===== src/rtl/ipv4_local_lut_ctrl.sv =====
// IPv4 local-address LUT access controller.
// Issues one rd/wr request per command and waits for the table ack.
module ipv4_local_lut_ctrl #(
    parameter int IPV4_LOCAL_LUT_ROWS     = 32,
    parameter int IPV4_LOCAL_LUT_ROW_BITS = 5,
    parameter int ACK_TIMEOUT_CYCLES      = 16
) (
    input  logic                               Bus2IP_Clk,
    input  logic                               Bus2IP_Reset,
    input  logic                               i_cmd_valid,
    output logic                               o_cmd_ready,
    input  logic                               i_cmd_is_wr,
    input  logic [IPV4_LOCAL_LUT_ROW_BITS-1:0] i_cmd_row,
    input  logic [31:0]                        i_cmd_wdata,
    output logic                               o_done,
    output logic [31:0]                        o_rdata,
    output logic                               o_err_range,
    output logic                               o_err_timeout,
    output logic [15:0]                        o_rd_count,
    output logic [15:0]                        o_wr_count,
    output logic                               o_ipv4_local_lut_rd_req,
    input  logic                               i_ipv4_local_lut_rd_ack,
    output logic [IPV4_LOCAL_LUT_ROW_BITS-1:0] o_ipv4_local_lut_rd_addr,
    input  logic [31:0]                        i_ipv4_local_lut_rd_ipv4_addr,
    output logic                               o_ipv4_local_lut_wr_req,
    input  logic                               i_ipv4_local_lut_wr_ack,
    output logic [IPV4_LOCAL_LUT_ROW_BITS-1:0] o_ipv4_local_lut_wr_addr,
    output logic [31:0]                        o_ipv4_local_lut_wr_ipv4_addr
);

    localparam int RB = IPV4_LOCAL_LUT_ROW_BITS;
    localparam int TW = $clog2(ACK_TIMEOUT_CYCLES);
    localparam logic [RB:0]   ROWS_W  = (RB+1)'(IPV4_LOCAL_LUT_ROWS);
    localparam logic [TW-1:0] TO_LAST = TW'(ACK_TIMEOUT_CYCLES - 1);

    typedef enum logic [1:0] {IDLE, REQ, WAIT, DONE} state_t;

    state_t        state_q, state_d;
    logic          op_wr_q;
    logic [RB-1:0] row_q;
    logic [31:0]   wdata_q;
    logic [TW-1:0] tmo_q;

    logic accept, out_of_range, ack, expire;
    logic rd_req_d, wr_req_d;

    assign accept       = (state_q == IDLE) && i_cmd_valid;
    assign out_of_range = {1'b0, i_cmd_row} >= ROWS_W;
    assign ack          = op_wr_q ? i_ipv4_local_lut_wr_ack
                                  : i_ipv4_local_lut_rd_ack;
    assign expire       = (tmo_q == TO_LAST);

    always_comb begin
        state_d  = state_q;
        rd_req_d = 1'b0;
        wr_req_d = 1'b0;
        unique case (state_q)
            IDLE: begin
                if (accept) begin
                    if (out_of_range) begin
                        state_d = DONE;
                    end else begin
                        state_d  = REQ;
                        rd_req_d = !i_cmd_is_wr;
                        wr_req_d = i_cmd_is_wr;
                    end
                end
            end
            REQ:  state_d = WAIT;
            // An ack on the expiry cycle still counts as success.
            WAIT: if (ack || expire) state_d = DONE;
            DONE: state_d = IDLE;
            default: state_d = IDLE;
        endcase
    end

    always_ff @(posedge Bus2IP_Clk) begin
        if (Bus2IP_Reset) begin
            state_q                 <= IDLE;
            o_cmd_ready             <= 1'b1;
            o_done                  <= 1'b0;
            o_ipv4_local_lut_rd_req <= 1'b0;
            o_ipv4_local_lut_wr_req <= 1'b0;
            op_wr_q                 <= 1'b0;
            row_q                   <= '0;
            wdata_q                 <= '0;
            tmo_q                   <= '0;
            o_rdata                 <= '0;
            o_err_range             <= 1'b0;
            o_err_timeout           <= 1'b0;
            o_rd_count              <= '0;
            o_wr_count              <= '0;
        end else begin
            state_q                 <= state_d;
            o_cmd_ready             <= (state_d == IDLE);
            o_done                  <= (state_d == DONE);
            o_ipv4_local_lut_rd_req <= rd_req_d;
            o_ipv4_local_lut_wr_req <= wr_req_d;
            if (accept) begin
                op_wr_q       <= i_cmd_is_wr;
                row_q         <= i_cmd_row;
                wdata_q       <= i_cmd_wdata;
                o_err_range   <= out_of_range;
                o_err_timeout <= 1'b0;
            end
            if (state_q == REQ) tmo_q <= '0;
            if (state_q == WAIT) begin
                if (ack) begin
                    if (op_wr_q) begin
                        o_wr_count <= o_wr_count + 16'd1;
                    end else begin
                        o_rd_count <= o_rd_count + 16'd1;
                        o_rdata    <= i_ipv4_local_lut_rd_ipv4_addr;
                    end
                end else if (expire) begin
                    o_err_timeout <= 1'b1;
                end else begin
                    tmo_q <= tmo_q + TW'(1);
                end
            end
        end
    end

    assign o_ipv4_local_lut_rd_addr      = row_q;
    assign o_ipv4_local_lut_wr_addr      = row_q;
    assign o_ipv4_local_lut_wr_ipv4_addr = wdata_q;

endmodule


===== config.mk =====
export PLATFORM = sky130hd
export DESIGN_NAME = ipv4_local_lut_ctrl
export DESIGN_NICKNAME = d
export VERILOG_FILES = /design/src/rtl/ipv4_local_lut_ctrl.sv
export SDC_FILE = /design/constraint.sdc
export NUM_CORES = 1
export LEC_CHECK = 0
export BUFFER_PORTS_ARGS = -buffer_cell sky130_fd_sc_hd__buf_2
export CAP_MARGIN = 25
export CORE_MARGIN = 10
export CORE_UTILIZATION = 51
export CTS_CLUSTER_DIAMETER = 80
export DETAILED_ROUTE_END_ITERATION = 7
export PLACE_DENSITY = 0.85
export RECOVER_POWER = 25
export SETUP_SLACK_MARGIN = 0.05
export SLEW_MARGIN = 10
export SYNTH_ARGS = -nofsm -noshare
export SYNTH_HDL_FRONTEND = slang
export SYNTH_SLANG_ARGS = --single-unit

===== constraint.sdc =====
create_clock -name Bus2IP_Clk -period 3.95 [get_ports Bus2IP_Clk]
set_input_delay 1.185 -clock Bus2IP_Clk [delete_from_list [all_inputs] [get_ports Bus2IP_Clk]]
set_output_delay 1.185 -clock Bus2IP_Clk [all_outputs]
set_load 0.01 [all_outputs]

# ---- Yosys cells after proc, flatten, opt, wreduce, memory -nomap -nowiden
# Cells that the tools add are included.
dict set report op_classes {
  addsub 3
  eq_ne 5
  muxes 12
  n_bitwise 3
  reduce_logical 8
}
# cell count
set op_table {}
lappend op_table {{adder 16 x 1 -> 16 bit, second input constant} 2}
lappend op_table {{2-to-1 mux 4 bit} 4}
lappend op_table {{one-hot mux 2 bit (4 select lines)} 1}
lappend op_table {{== test 2 bit, second input constant} 3}
lappend op_table {{AND reduction 3 bit} 2}
lappend op_table {{2-to-1 mux 1 bit} 5}
lappend op_table {{adder 4 x 1 -> 4 bit, second input constant} 1}
lappend op_table {{== test 4 bit, second input constant} 1}
lappend op_table {{logical NOT 2 bit} 2}
lappend op_table {{2-to-1 mux 2 bit} 2}
lappend op_table {{inverter 1 bit} 3}
lappend op_table {{OR reduction 3 bit} 1}
lappend op_table {{== test 2 x 1 -> 1 bit, second input constant} 1}
lappend op_table {{logical AND 1 bit} 1}
lappend op_table {{logical NOT 1 bit} 1}
lappend op_table {{logical OR 1 bit} 1}
dict set report totals {
  reg_bits 113
  inputBits 75
  output_inout_bits 112
  elab_cells 44
}

# ---- Logic depth before layout (Yosys ltp)
# Gate-level depths: netlist (run 1).
dict set report depth {
  depth_word 6
  mapped_depth 8
  mapped_depth_nobuf 6
}

# ---- Worst setup path after synthesis (run 1)
# OpenSTA, ideal clock, no wires.
dict set report synth_timing {
  path_type {input -> register}
  start {input port i_ipv4_local_lut_wr_ack}
  end {register o_wr_count[12]}
  setup_ns 0.070
  arrival_time_ns 2.380
  t_required_ns 3.880
  slack_ns 1.500
  stages 5
  path_buffers 1
  path_cell_list {nand3_4 or4_1 buf_2 or3_1 a21oi_1}
}
dict set report synth_between {
  elab_chain_cells 2
}
# element line
set synth_lines {}
lappend synth_lines {{from (decl)} 26} ;# input logic i_ipv4_local_lut_wr_ack,
lappend synth_lines {{2-to-1 mux 1 bit} 49} ;# assign ack = op_wr_q ? i_ipv4_local_lut_wr_ack
lappend synth_lines {{AND reduction 3 bit (no source line)} --}
lappend synth_lines {{to (signal assigned)} 110} ;# o_wr_count <= o_wr_count + 16'd1;
lappend synth_lines {{to (decl)} 20} ;# output logic [15:0] o_wr_count,
# No other way between the ends.
# A chain may end at the register's enable or synchronous reset.

# ---- Worst setup path after layout (run 1)
dict set report layout_timing {
  start {input port Bus2IP_Reset}
  end {register o_ipv4_local_lut_wr_req}
}
dict set report layout_between {
  elab_chain_cells 1
}
# element line
set layout_lines {}
lappend layout_lines {{from (decl)} 9} ;# input logic Bus2IP_Reset,
lappend layout_lines {{OR reduction 3 bit (no source line)} --}
lappend layout_lines {{to (signal assigned)} 98} ;# o_ipv4_local_lut_wr_req <= wr_req_d;
lappend layout_lines {{to (decl)} 25} ;# output logic o_ipv4_local_lut_wr_req,
# No other way between the ends.

==> summary.txt, run 1 <==
peak supply drop = 0.387 mV
initial antenna violation count = 0
hold_ws = 0.451 ns
worst-case reg-to-reg path depth = 6
Vias/cell = 5.18
sw frac = 29.8%
dominant synthesized flop cell = dfxtp_1
first-pass GRT wire length = 20,400 um
Wirelength per Cell = 15.4 um
top achievable clock speed = 361 MHz
beginning of the worst hold path = o_ipv4_local_lut_wr_ipv4_addr[21]$_SDFFE_PP0P_
skew final = 0.0125 ns
M3 GR Usage = 7.61%
Critical Path RT = 4.29 ns
placed cell area = 0.00533 mm2
grt total ovfl = 0
Layout Cells excl Fill = 827
GR Layer Usage met1 = 19.5%
GRT Total Usage = 19.0%
CTS tree = done
CTS Root Cell = clkbuf_8
Sink Count = 113
worst min-delay path class = reg -> reg
syn avg cell area = 8.20 um2
initial core utilization = 52.9%
clk_lat worst skew = 0.50 ns
core area = 0.00830 mm2
CP max FO = 78
hold-critical path depth = 2
detailed placement HPWL = 9480 um
Net Sw Power = 1.03 mW
final hold vios = 0
Final Max Tran Viols = 0
fin crit period = 2.77 ns
Worst Path Arrival = 3.12 ns
Area Growth Syn to Fin = 33.9%
largest cells by area after synthesis = dfxtp_1 51%, nand2_1 13%, a21oi_1 9.3%, nor2_1 2.6%, ha_1 2.0%
post-synth top area share = 51.5%
final layout net count = 791
Yosys cell types = 42
Power Dens Cells = 586 mW/mm2
period utilisation layout = 70.1%
slew margin rel. = 2.30%
synthesized area = 0.00439 mm2
Chip Width = 113 um
met2 Use GR = 33.9%
DP Cell Count = 795
Internal = 2.42 mW
Final setup viols = 0
final routed DRC violation total = 0
post-route ant nets = 0
YS warnings = 0
Min-Delay Endpoint = o_ipv4_local_lut_wr_ipv4_addr[21]$_SDFFE_PP0P_
Worst Max-Slew Pin Slew = 1.47 ns
Syn Inst Count = 536
#FFs+latches synth = 113
Async SR Flop Fraction = 0%
Synth Net Count = 618
grt peak-use layer = met2
RSZ-0062 raised after global routing = no
Post-CTS Setup Inserts = 0
dominant cell type by area after synthesis = dfxtp_1
number of synthesized flops with an enable pin = 0
Comb power frac = 20.0%
die area = 0.0127 mm2
leakage power figure = 2.62 nW
Buffers on Ports = 185
pin count of the biggest net entering global routing = 79
Num CTS Buffers = 17
num ports = 187
H-tree Lvls = 4
routability cong. = 0.781
worst reg2reg startpoint = state_q[0]$_SDFF_PP0_
Detailed Routing Iterations Pass 1 = 5
startpoint types = input port
Clock Power Share = 41.0%
Rows = 33
clk buf depth = 2
setup TNS = 0 ns
Ant. Diodes = 0
RR Endpoint = o_wr_count[10]$_SDFFE_PP0P_
first-iteration detailed-routing DRC count = 299
vias in the first global route = 4,303
Die H = 113 um
CP Class = in -> reg
FF-to-FF setup slack = 1.59 ns
number of max-cap violations = 0
Clock transition at path regs = 0.06 ns
design area = 0.00588 mm2
Flop pwr share = 39.0%
via count = 4,286
hold buffer count at CTS = 0
share of layout cells above drive strength 1 = 31.4%
post-synthesis sequential area ratio = 51.5%
post-cts repair resize count = 0
Routed WL = 12,800 um
Util after Layout = 70.9%
Worst Setup End Kind = flip-flop
status = finished clean
-- registers in the layout (all words and copies together) (netlist names), 2 cells and up --
signal                         count
o_wr_count                        16
o_ipv4_local_lut_rd_addr           5
o_rd_count                        16
o_rdata                           32
tmo_q                              4
state_q                            2
o_ipv4_local_lut_wr_ipv4_addr     32
-- cells by family after synthesis --
logic type	share of synthesized area, %
flops	51.5
fa+ha+maj	1.99
simple gates	26.1
xor+xnor	3.59
buf+inv	3.99
compound gates	11.8
mux	0.968
other cells	0.0853
-- power by group through the flow --
stage	combinational, mW	sequential, mW	clock [mW]
6_report	0.691	1.34	1.41
4_1_cts	0.701	1.34	1.44
3_5_place_dp	0.695	1.36	0
2_1_floorplan	0.394	1.41	0
3_3_place_gp	0.667	1.36	0
5_1_grt	0.783	1.36	1.49
-- final cells by class --
class                   instances  area (um2)
clock buffers                  18         418
clock inverters                14         143
fillers                       634        2420
inverters                       4        15.0
multi-input cells             383        1960
flip-flops and latches        113        2260
well taps                     105         131
repair buffers                190         956
-- worst max path at each step --
stage | from | end | slack (ns) | depth (start not counted)
6_report | Bus2IP_Reset | o_ipv4_local_lut_wr_req$_SDFF_PP0_ | 1.18 | 3
2_1_floorplan | i_ipv4_local_lut_wr_ack | o_wr_count[12]$_SDFFE_PP0P_ | 1.50 | 5
4_1_cts | state_q[0]$_SDFF_PP0_ | o_rd_count[15]$_SDFFE_PP0P_ | 1.59 | 6
3_5_place_dp | i_ipv4_local_lut_wr_ack | o_wr_count[10]$_SDFFE_PP0P_ | 1.22 | 5
3_3_place_gp | i_ipv4_local_lut_wr_ack | o_wr_count[10]$_SDFFE_PP0P_ | 1.28 | 5
5_1_grt | Bus2IP_Reset | tmo_q[1]$_SDFF_PP0_ | 0.96 | 3
-- cell usage in the layout, fill, tap and decap left out, drive strengths merged, types with 3 or more instances in the layout --
cell        n
buf       187
nand2     157
dfxtp     113
a21oi      82
nor2       30
clkbuf     21
nand4      11
xnor2      10
nand3      10
clkinv      9
xor2        8
nor3        8
o21ai       7
or3         7
ha          7
nor4        5
inv         4
nand2b      4
and3        4
a31o        3
nor2b       3
clkinvlp    3
-- metrics by stage --
stage	total power, mW	worst slack [ns]
2_1_floorplan	1.81	1.50
3_3_place_gp	2.02	1.28
3_5_place_dp	2.06	1.22
4_1_cts	3.48	1.59
5_1_grt	3.63	0.963
6_report	3.45	1.18
-- routing by layer --
metal  up-vias  wire length (um)  share of wire (%)
met2       149              6660                 52
met3        21              1010                7.9
li1       2132                 -                  -
met5         -                 0                  0
met4         0               260                2.0
met1      1984              4820                 38
-- critical path: stages --
cell and delay, ns:
clkbuf_2 1.05, clkbuf_1 0.75, nor3b_1 0.11
-- synthesized netlist by cell type (3+ instances only) --
master and number:
a31o_2 3, xor2_1 8, buf_4 6, ha_1 7, dfxtp_1 113, o21ai_0 7
and3_1 4, xnor2_1 10, clkbuf_1 22, nor2_1 30, buf_1 6, nand4_1 11
inv_1 4, nand2b_1 4, a21oi_1 82, nand2_1 157, nand3_1 9, nor3_1 8
nor2b_1 3, nor4_1 5, or3_1 7
(Power assumes the default switching activity.)
==> inputs of run 2 (changes only) <==
--- a/config.mk
+++ b/config.mk
@@ -8,10 +8,10 @@
 export BUFFER_PORTS_ARGS = -buffer_cell sky130_fd_sc_hd__buf_2
 export CAP_MARGIN = 25
 export CORE_MARGIN = 10
-export CORE_UTILIZATION = 51
+export CORE_UTILIZATION = 47
 export CTS_CLUSTER_DIAMETER = 80
 export DETAILED_ROUTE_END_ITERATION = 7
-export PLACE_DENSITY = 0.85
+export PLACE_DENSITY = 0.79
 export RECOVER_POWER = 25
 export SETUP_SLACK_MARGIN = 0.05
 export SLEW_MARGIN = 10
==> constraint.sdc (replaced) <==
create_clock -name Bus2IP_Clk -period 2.8 [get_ports Bus2IP_Clk]
set_input_delay 0.84 -clock Bus2IP_Clk [delete_from_list [all_inputs] [get_ports Bus2IP_Clk]]
set_output_delay 0.84 -clock Bus2IP_Clk [all_outputs]
set_load 0.01 [all_outputs]
==> run 2 against run 1 <==
Against the previous run:
- wire length decreased by 2.3%
- global-route usage decreased by 1.2 points
- critical path depth increased by 3
- hold slack got worse by 0.0034 ns
- total power increased by 41%
- via count decreased by 1.2%
- sequential power increased by 41%
- clock skew decreased by 0.0064 ns
- die area increased by 7.0%
- largest cell class unchanged
- highest routed layer unchanged
==> summary.txt, run 2 (same netlist as run 1, synthesis figures left out) <==
final routed DRC violation total = 0 (unchanged)
CP max FO = 11 (-86%)
first-iteration detailed-routing DRC count = 265 (-11%)
post-route ant nets = 0 (unchanged)
Worst Path Arrival = 2.74 ns (-0.38 ns)
die area = 0.0136 mm2 (+7.0%)
Critical Path RT = 3.20 ns (-1.09 ns)
Buffers on Ports = 185 (unchanged)
final layout net count = 795 (+0.51%)
leakage power figure = 2.62 nW (about the same)
setup TNS = 0 ns (unchanged)
routability cong. = 0.773 (-1.1%)
clk_lat worst skew = 0.49 ns (about the same)
Ant. Diodes = 0 (unchanged)
slew margin rel. = 26.3% (+24 points)
Register Area = 0.00226 mm2 (unchanged)
worst min-delay path class = reg -> reg
status = finished clean
Rows = 35 (+6.1%)
commonest non-fill, non-tap cells in the layout = 182 x buf_2, 157 x nand2_1, 113 x dfxtp_1, 82 x a21oi_1, 30 x nor2_1
H-tree Lvls = 4 (unchanged)
pre-CTS setup slack = 0.429 ns (-0.791 ns)
Worst Setup End Kind = flip-flop
CP Class = reg -> reg
CTS Root Cell = clkbuf_8
clk buf depth = 2 (unchanged)
first-pass GRT wire length = 19,600 um (-3.7%)
fin crit period = 2.34 ns
vias in the first global route = 4,173 (-3.0%)
GRT Total Usage = 17.7% (-1.2 points)
Num CTS Buffers = 17 (unchanged)
Power Dens Cells = 824 mW/mm2 (+41%)
final setup margin = 0.463 ns (-0.717 ns)
multi-input logic area = 0.00196 mm2 (unchanged)
design area = 0.00591 mm2 (+0.45%)
initial core utilization = 48.0% (-4.9 points)
final hold vios = 0 (unchanged)
Area Growth Syn to Fin = 34.5%
FF-to-FF setup slack = 0.46 ns (-1.13 ns)
total power = 4.87 mW (+41%)
peak supply drop = 0.509 mV (+32%)
Worst Max-Slew Pin Slew = 1.11 ns (-0.359 ns)
share of layout cells above drive strength 1 = 31.4% (about the same)
Detailed Routing Iterations Pass 1 = 4 (-1)
skew final = 0.00607 ns (-0.00643 ns)
initial antenna violation count = 0 (unchanged)
via count = 4,234 (-1.2%)
most common cell after layout, fill and taps aside = buf_2
Net Sw Power = 1.45 mW (+41%)
Post-CTS Setup Inserts = 0 (unchanged)
top achievable clock speed = 428 MHz
detailed placement HPWL = 9400 um (-0.81%)
# fillers = 768 (+21%)
Vias/cell = 5.06 (-2.3%)
Final setup viols = 0 (unchanged)
Clock Power Share = 40.8% (-0.2 points)
startpoint types = flip-flop
Chip Width = 117 um (+3.4%)
hold_ws = 0.448 ns (-0.00336 ns)
Internal = 3.42 mW (+41%)
num ports = 187 (unchanged)
number of max-cap violations = 0 (unchanged)
core area = 0.00915 mm2 (+10%)
RSZ-0062 raised after global routing = no
Clock transition at path regs = 0.06 ns (about the same)
placed cell area = 0.00537 mm2 (+0.70%)
pin count of the biggest net entering global routing = 55 (-30%)
hold buffer count at CTS = 0 (unchanged)
post-cts repair resize count = 0 (unchanged)
Final Max Tran Viols = 0 (unchanged)
Routed WL = 12,500 um (-2.3%)
grt total ovfl = 0 (unchanged)
Flop pwr share = 38.8% (-0.2 points)
Comb power frac = 20.4% (+0.4 points)
sw frac = 29.8% (about the same)
CTS tree = done
Sink Count = 113 (unchanged)
Wirelength per Cell = 14.9 um (-3.4%)
Die H = 117 um (+3.4%)
period utilisation layout = 83.5%
run 2: cell types whose count changed in the layout (fill, tap and decap cells not counted), sizes merged:
| cell | previous run | this run |
|---|---|---|
| clkbuf | 21 | 24 |
| clkinv | 9 | 7 |
| clkinvlp | 3 | 5 |
run 2: path summary, 6_finish.rpt:
| path | from | to | cells after the start |
|---|---|---|---|
| hold / removal | o_rdata[0]$_SDFFE_PP0P_ | o_rdata[0]$_SDFFE_PP0P_ | 2 |
| setup reg to reg | state_q[0]$_SDFF_PP0_ | o_wr_count[14]$_SDFFE_PP0P_ | 6 |
| hold reg to reg | o_rdata[0]$_SDFFE_PP0P_ | o_rdata[0]$_SDFFE_PP0P_ | 2 |
| setup / recovery | state_q[0]$_SDFF_PP0_ | o_wr_count[14]$_SDFFE_PP0P_ | 6 |
run 2: area by class of cell:
cell class / count / share of cell area [%]
flip-flops and latches: 113 / 38.3
multi-input cells: 383 / 33.1
repair buffers: 194 / 16.5
clock buffers: 17 / 7.01
clock inverters: 14 / 2.44
well taps: 111 / 2.35
inverters: 4 / 0.254
run 2: layer usage:
layer / vias up / wire (um) / global-route usage, %
met5: - / 0 / 0
met4: 0 / 217 / 7.17
met3: 20 / 1100 / 7.40
met2: 124 / 6280 / 29.9
met1: 1942 / 4870 / 19.3
li1: 2148 / - / -
run 2: power by group through the flow:
stage                     logic (mW)  registers (mW)  clock network (mW)
after floorplan                0.556            1.99                   0
after global placement         0.963            1.91                   0
after detailed placement        1.01            1.92                   0
after CTS                       1.01            1.89                2.03
after global routing            1.11            1.91                2.11
final                          0.991            1.89                1.99
run 2: critical path: stages, from the launching register on:
cell and delay [ns]:
dfxtp_1 0.32, inv_1 0.12, ha_1 0.43, nand3_4 0.17, or4_1 0.66, or3_1 0.39, a21oi_1 0.16
run 2: stage by stage:
| step | utilization (%) | instances |
|---|---|---|
| CTS | 64.8 | 836 |
| global route | 64.6 | 836 |
| floorplan | - | 536 |
| finish | 64.6 | 836 |
| detailed placement | 58.7 | 805 |
| global placement | 58.7 | 805 |
==> inputs of run 3 (changes only) <==
--- a/config.mk
+++ b/config.mk
@@ -8,10 +8,10 @@
 export BUFFER_PORTS_ARGS = -buffer_cell sky130_fd_sc_hd__buf_2
 export CAP_MARGIN = 25
 export CORE_MARGIN = 10
-export CORE_UTILIZATION = 47
+export CORE_UTILIZATION = 43
 export CTS_CLUSTER_DIAMETER = 80
 export DETAILED_ROUTE_END_ITERATION = 7
-export PLACE_DENSITY = 0.79
+export PLACE_DENSITY = 0.76
 export RECOVER_POWER = 25
 export SETUP_SLACK_MARGIN = 0.05
 export SLEW_MARGIN = 10
==> constraint.sdc (replaced) <==
create_clock -name Bus2IP_Clk -period 2 [get_ports Bus2IP_Clk]
set_input_delay 0.6 -clock Bus2IP_Clk [delete_from_list [all_inputs] [get_ports Bus2IP_Clk]]
set_output_delay 0.6 -clock Bus2IP_Clk [all_outputs]
set_load 0.01 [all_outputs]
==> run 3 against run 2 <==
Against the previous run:
- global-route usage is 0.40 points lower
- fmax is 25% higher
- wire length up 1.2%
- sequential share of layout area decreased by 0.35 points
- setup slack worse by 0.34 ns
- largest power group unchanged
- highest routed layer unchanged
==> summary.txt, run 3 (same netlist as run 1, synthesis figures left out) <==
status = finished clean
clk buf depth = 2 (unchanged)
slowest library cell on the worst path = or4_4
fin crit period = 1.88 ns (-0.461 ns)
final hold vios = 0 (unchanged)
pre-CTS setup slack = -0.0406 ns (-0.469 ns)
Sink Count = 113 (unchanged)
number of max-cap violations = 0 (unchanged)
CP max stage delay = 0.58 ns (-0.08 ns)
Power Dens Cells = 1170 mW/mm2 (+41%)
Clock Power Share = 42.6% (+1.8 points)
final setup margin = 0.124 ns (-0.339 ns)
Ant. Diodes = 0 (unchanged)
Internal = 4.95 mW (+45%)
Clock transition at path regs = 0.06 ns (about the same)
Util after Layout = 60.4% (-4.1 points)
sw frac = 28.7% (-1.1 points)
Worst Setup End Kind = flip-flop
Wirelength per Cell = 14.6 um (-2.0%)
Critical path buffers and inverters = 1 (unchanged)
Vias/cell = 4.98 (-1.7%)
Flop pwr share = 38.0% (-0.8 points)
design area = 0.00596 mm2 (+0.91%)
Detailed Routing Iterations Pass 1 = 5 (+1)
startpoint types = flip-flop
CP Class = reg -> reg
RR Endpoint = o_wr_count[13]$_SDFFE_PP0P_
CTS Root Cell = clkbuf_8
Comb power frac = 19.4% (-1.0 points)
leakage power figure = 2.52 nW (-4.1%)
core area = 0.00986 mm2 (+7.8%)
worst reg2reg startpoint = state_q[0]$_SDFF_PP0_
worst-case reg-to-reg path depth = 6 (unchanged)
Area Growth Syn to Fin = 35.7%
share of layout cells above drive strength 1 = 26.7% (-4.8 points)
Buffers on Ports = 185 (unchanged)
Min-Delay Endpoint = o_ipv4_local_lut_wr_ipv4_addr[6]$_SDFFE_PP0P_
RSZ-0062 raised after global routing = no
slew margin rel. = 56.7% (+30 points)
via count = 4,303 (+1.6%)
final layout net count = 800 (+0.63%)
post-route ant nets = 0 (unchanged)
pin count of the biggest net entering global routing = 40 (-27%)
CP max FO = 5 (-6)
Critical Path RT = 2.44 ns (-0.76 ns)
clk_lat worst skew = 0.52 ns (+0.03 ns)
Chip Width = 121 um (+3.8%)
top achievable clock speed = 533 MHz (+25%)
Routed WL = 12,600 um (+1.2%)
vias in the first global route = 4,318 (+3.5%)
peak supply drop = 0.529 mV (+3.9%)
Num CTS Buffers = 17 (unchanged)
Worst Max-Slew Pin Slew = 0.650 ns (-0.456 ns)
hold-critical path depth = 3 (+1)
skew final = 0.0115 ns (+0.00544 ns)
FF-to-FF setup slack = 0.12 ns (-0.34 ns)
hold buffer count at CTS = 0 (unchanged)
detailed placement HPWL = 9460 um (+0.70%)
worst min-delay path class = in -> reg
Rows = 36 (+2.9%)
num ports = 187 (unchanged)
routability cong. = 0.815 (+5.5%)
GRT Total Usage = 17.3% (-0.40 points)
total power = 6.95 mW (+43%)
most common cell after layout, fill and taps aside = nand2_1
Net Sw Power = 2.00 mW (+38%)
critical path cell sequence = inv_1 -> ha_1 -> nand3_4 -> or4_4 -> or3_1 -> a21oi_1
Worst Path Arrival = 2.32 ns (-0.42 ns)
final routed DRC violation total = 0 (unchanged)
H-tree Lvls = 4 (unchanged)
Final Max Tran Viols = 0 (unchanged)
initial antenna violation count = 0 (unchanged)
first-pass GRT wire length = 20,900 um (+6.3%)
commonest non-fill, non-tap cells in the layout = 157 x nand2_1, 146 x buf_2, 113 x dfxtp_1, 82 x a21oi_1, 45 x clkbuf_1
Final setup viols = 0 (unchanged)
period utilisation layout = 93.8% (+10 points)
delay-heaviest family, CP = simple AND/OR/NAND/NOR gates
CTS tree = done
placed cell area = 0.00543 mm2 (+1.1%)
Die H = 121 um (+3.8%)
# fillers = 882 (+15%)
first-iteration detailed-routing DRC count = 201 (-24%)
die area = 0.0147 mm2 (+7.7%)
beginning of the worst hold path = i_cmd_wdata[6]
grt total ovfl = 0 (unchanged)
initial core utilization = 44.5% (-3.5 points)
==> run 3: cell types whose count changed in the layout (fill, tap and decap cells not counted), sizes merged <==
| cell | delta |
|---|---|
| clkinvlp | -3 |
| clkbuf | +40 |
| buf | -30 |
| clkinv | -2 |
| bufinv | +1 |
==> run 3: worst max path at each step <==
stage / start / to / slack (ns) / cells past startpoint
6_report: state_q[0]$_SDFF_PP0_ / o_wr_count[13]$_SDFFE_PP0P_ / 0.12 / 6
5_1_grt: op_wr_q$_SDFFE_PP0P_ / o_done$_SDFF_PP0_ / 0.03 / 5
4_1_cts: state_q[0]$_SDFF_PP0_ / o_wr_count[10]$_SDFFE_PP0P_ / 0.07 / 6
3_5_place_dp: i_ipv4_local_lut_wr_ack / o_wr_count[10]$_SDFFE_PP0P_ / -0.04 / 5
3_3_place_gp: i_ipv4_local_lut_wr_ack / o_wr_count[10]$_SDFFE_PP0P_ / 0.02 / 5
2_1_floorplan: state_q[0]$_SDFF_PP0_ / o_wr_count[12]$_SDFFE_PP0P_ / 0.11 / 7
==> run 3: routing by layer <==
| metal | share of wire, % | GRT usage, % |
|---|---|---|
| met5 | 0 | 0 |
| met3 | 13 | 9.87 |
| met4 | 2.5 | 8.52 |
| met2 | 42 | 25.6 |
| met1 | 42 | 19.7 |
==> run 3: timing repair <==
item / in CTS / in global routing
setup endpoints to repair: 0 / 4
buffers inserted: 0 / 1
resized for setup: 0 / 2
==> run 3: power groups by stage <==
stage / Clock, mW / Sequential [mW] / Combinational [mW]
floorplan: 0 / 2.79 / 0.779
global placement: 0 / 2.67 / 1.38
detailed placement: 0 / 2.68 / 1.41
CTS: 3.02 / 2.64 / 1.41
global route: 3.14 / 2.67 / 1.55
finish: 2.96 / 2.64 / 1.35
==> run 3: tightest hold or removal path: stages <==
cell     delay [ns]
buf_2          0.09
nand2_1        0.04
a21oi_1        0.05
==> run 3: area by class of cell <==
type	instances	area (um2)	area share [%]
Clock inverter	10	134	2.25
Tap cell	133	166	2.79
Clock buffer	22	453	7.60
Timing Repair Buffer	199	971	16.3
Inverter	4	15.0	0.252
Sequential cell	113	2260	37.9
Multi-Input combinational cell	383	1960	32.9
==> run 3: per-stage QoR <==
step / instances / hold WS [ns] / TNS (ns)
finish: 864 / 0.315 / 0
CTS: 863 / 0.295 / 0
floorplan: 536 / 0.481 / 0
global route: 864 / 0.296 / 0
detailed placement: 831 / 0.445 / -0.0799
global placement: 831 / 0.439 / 0
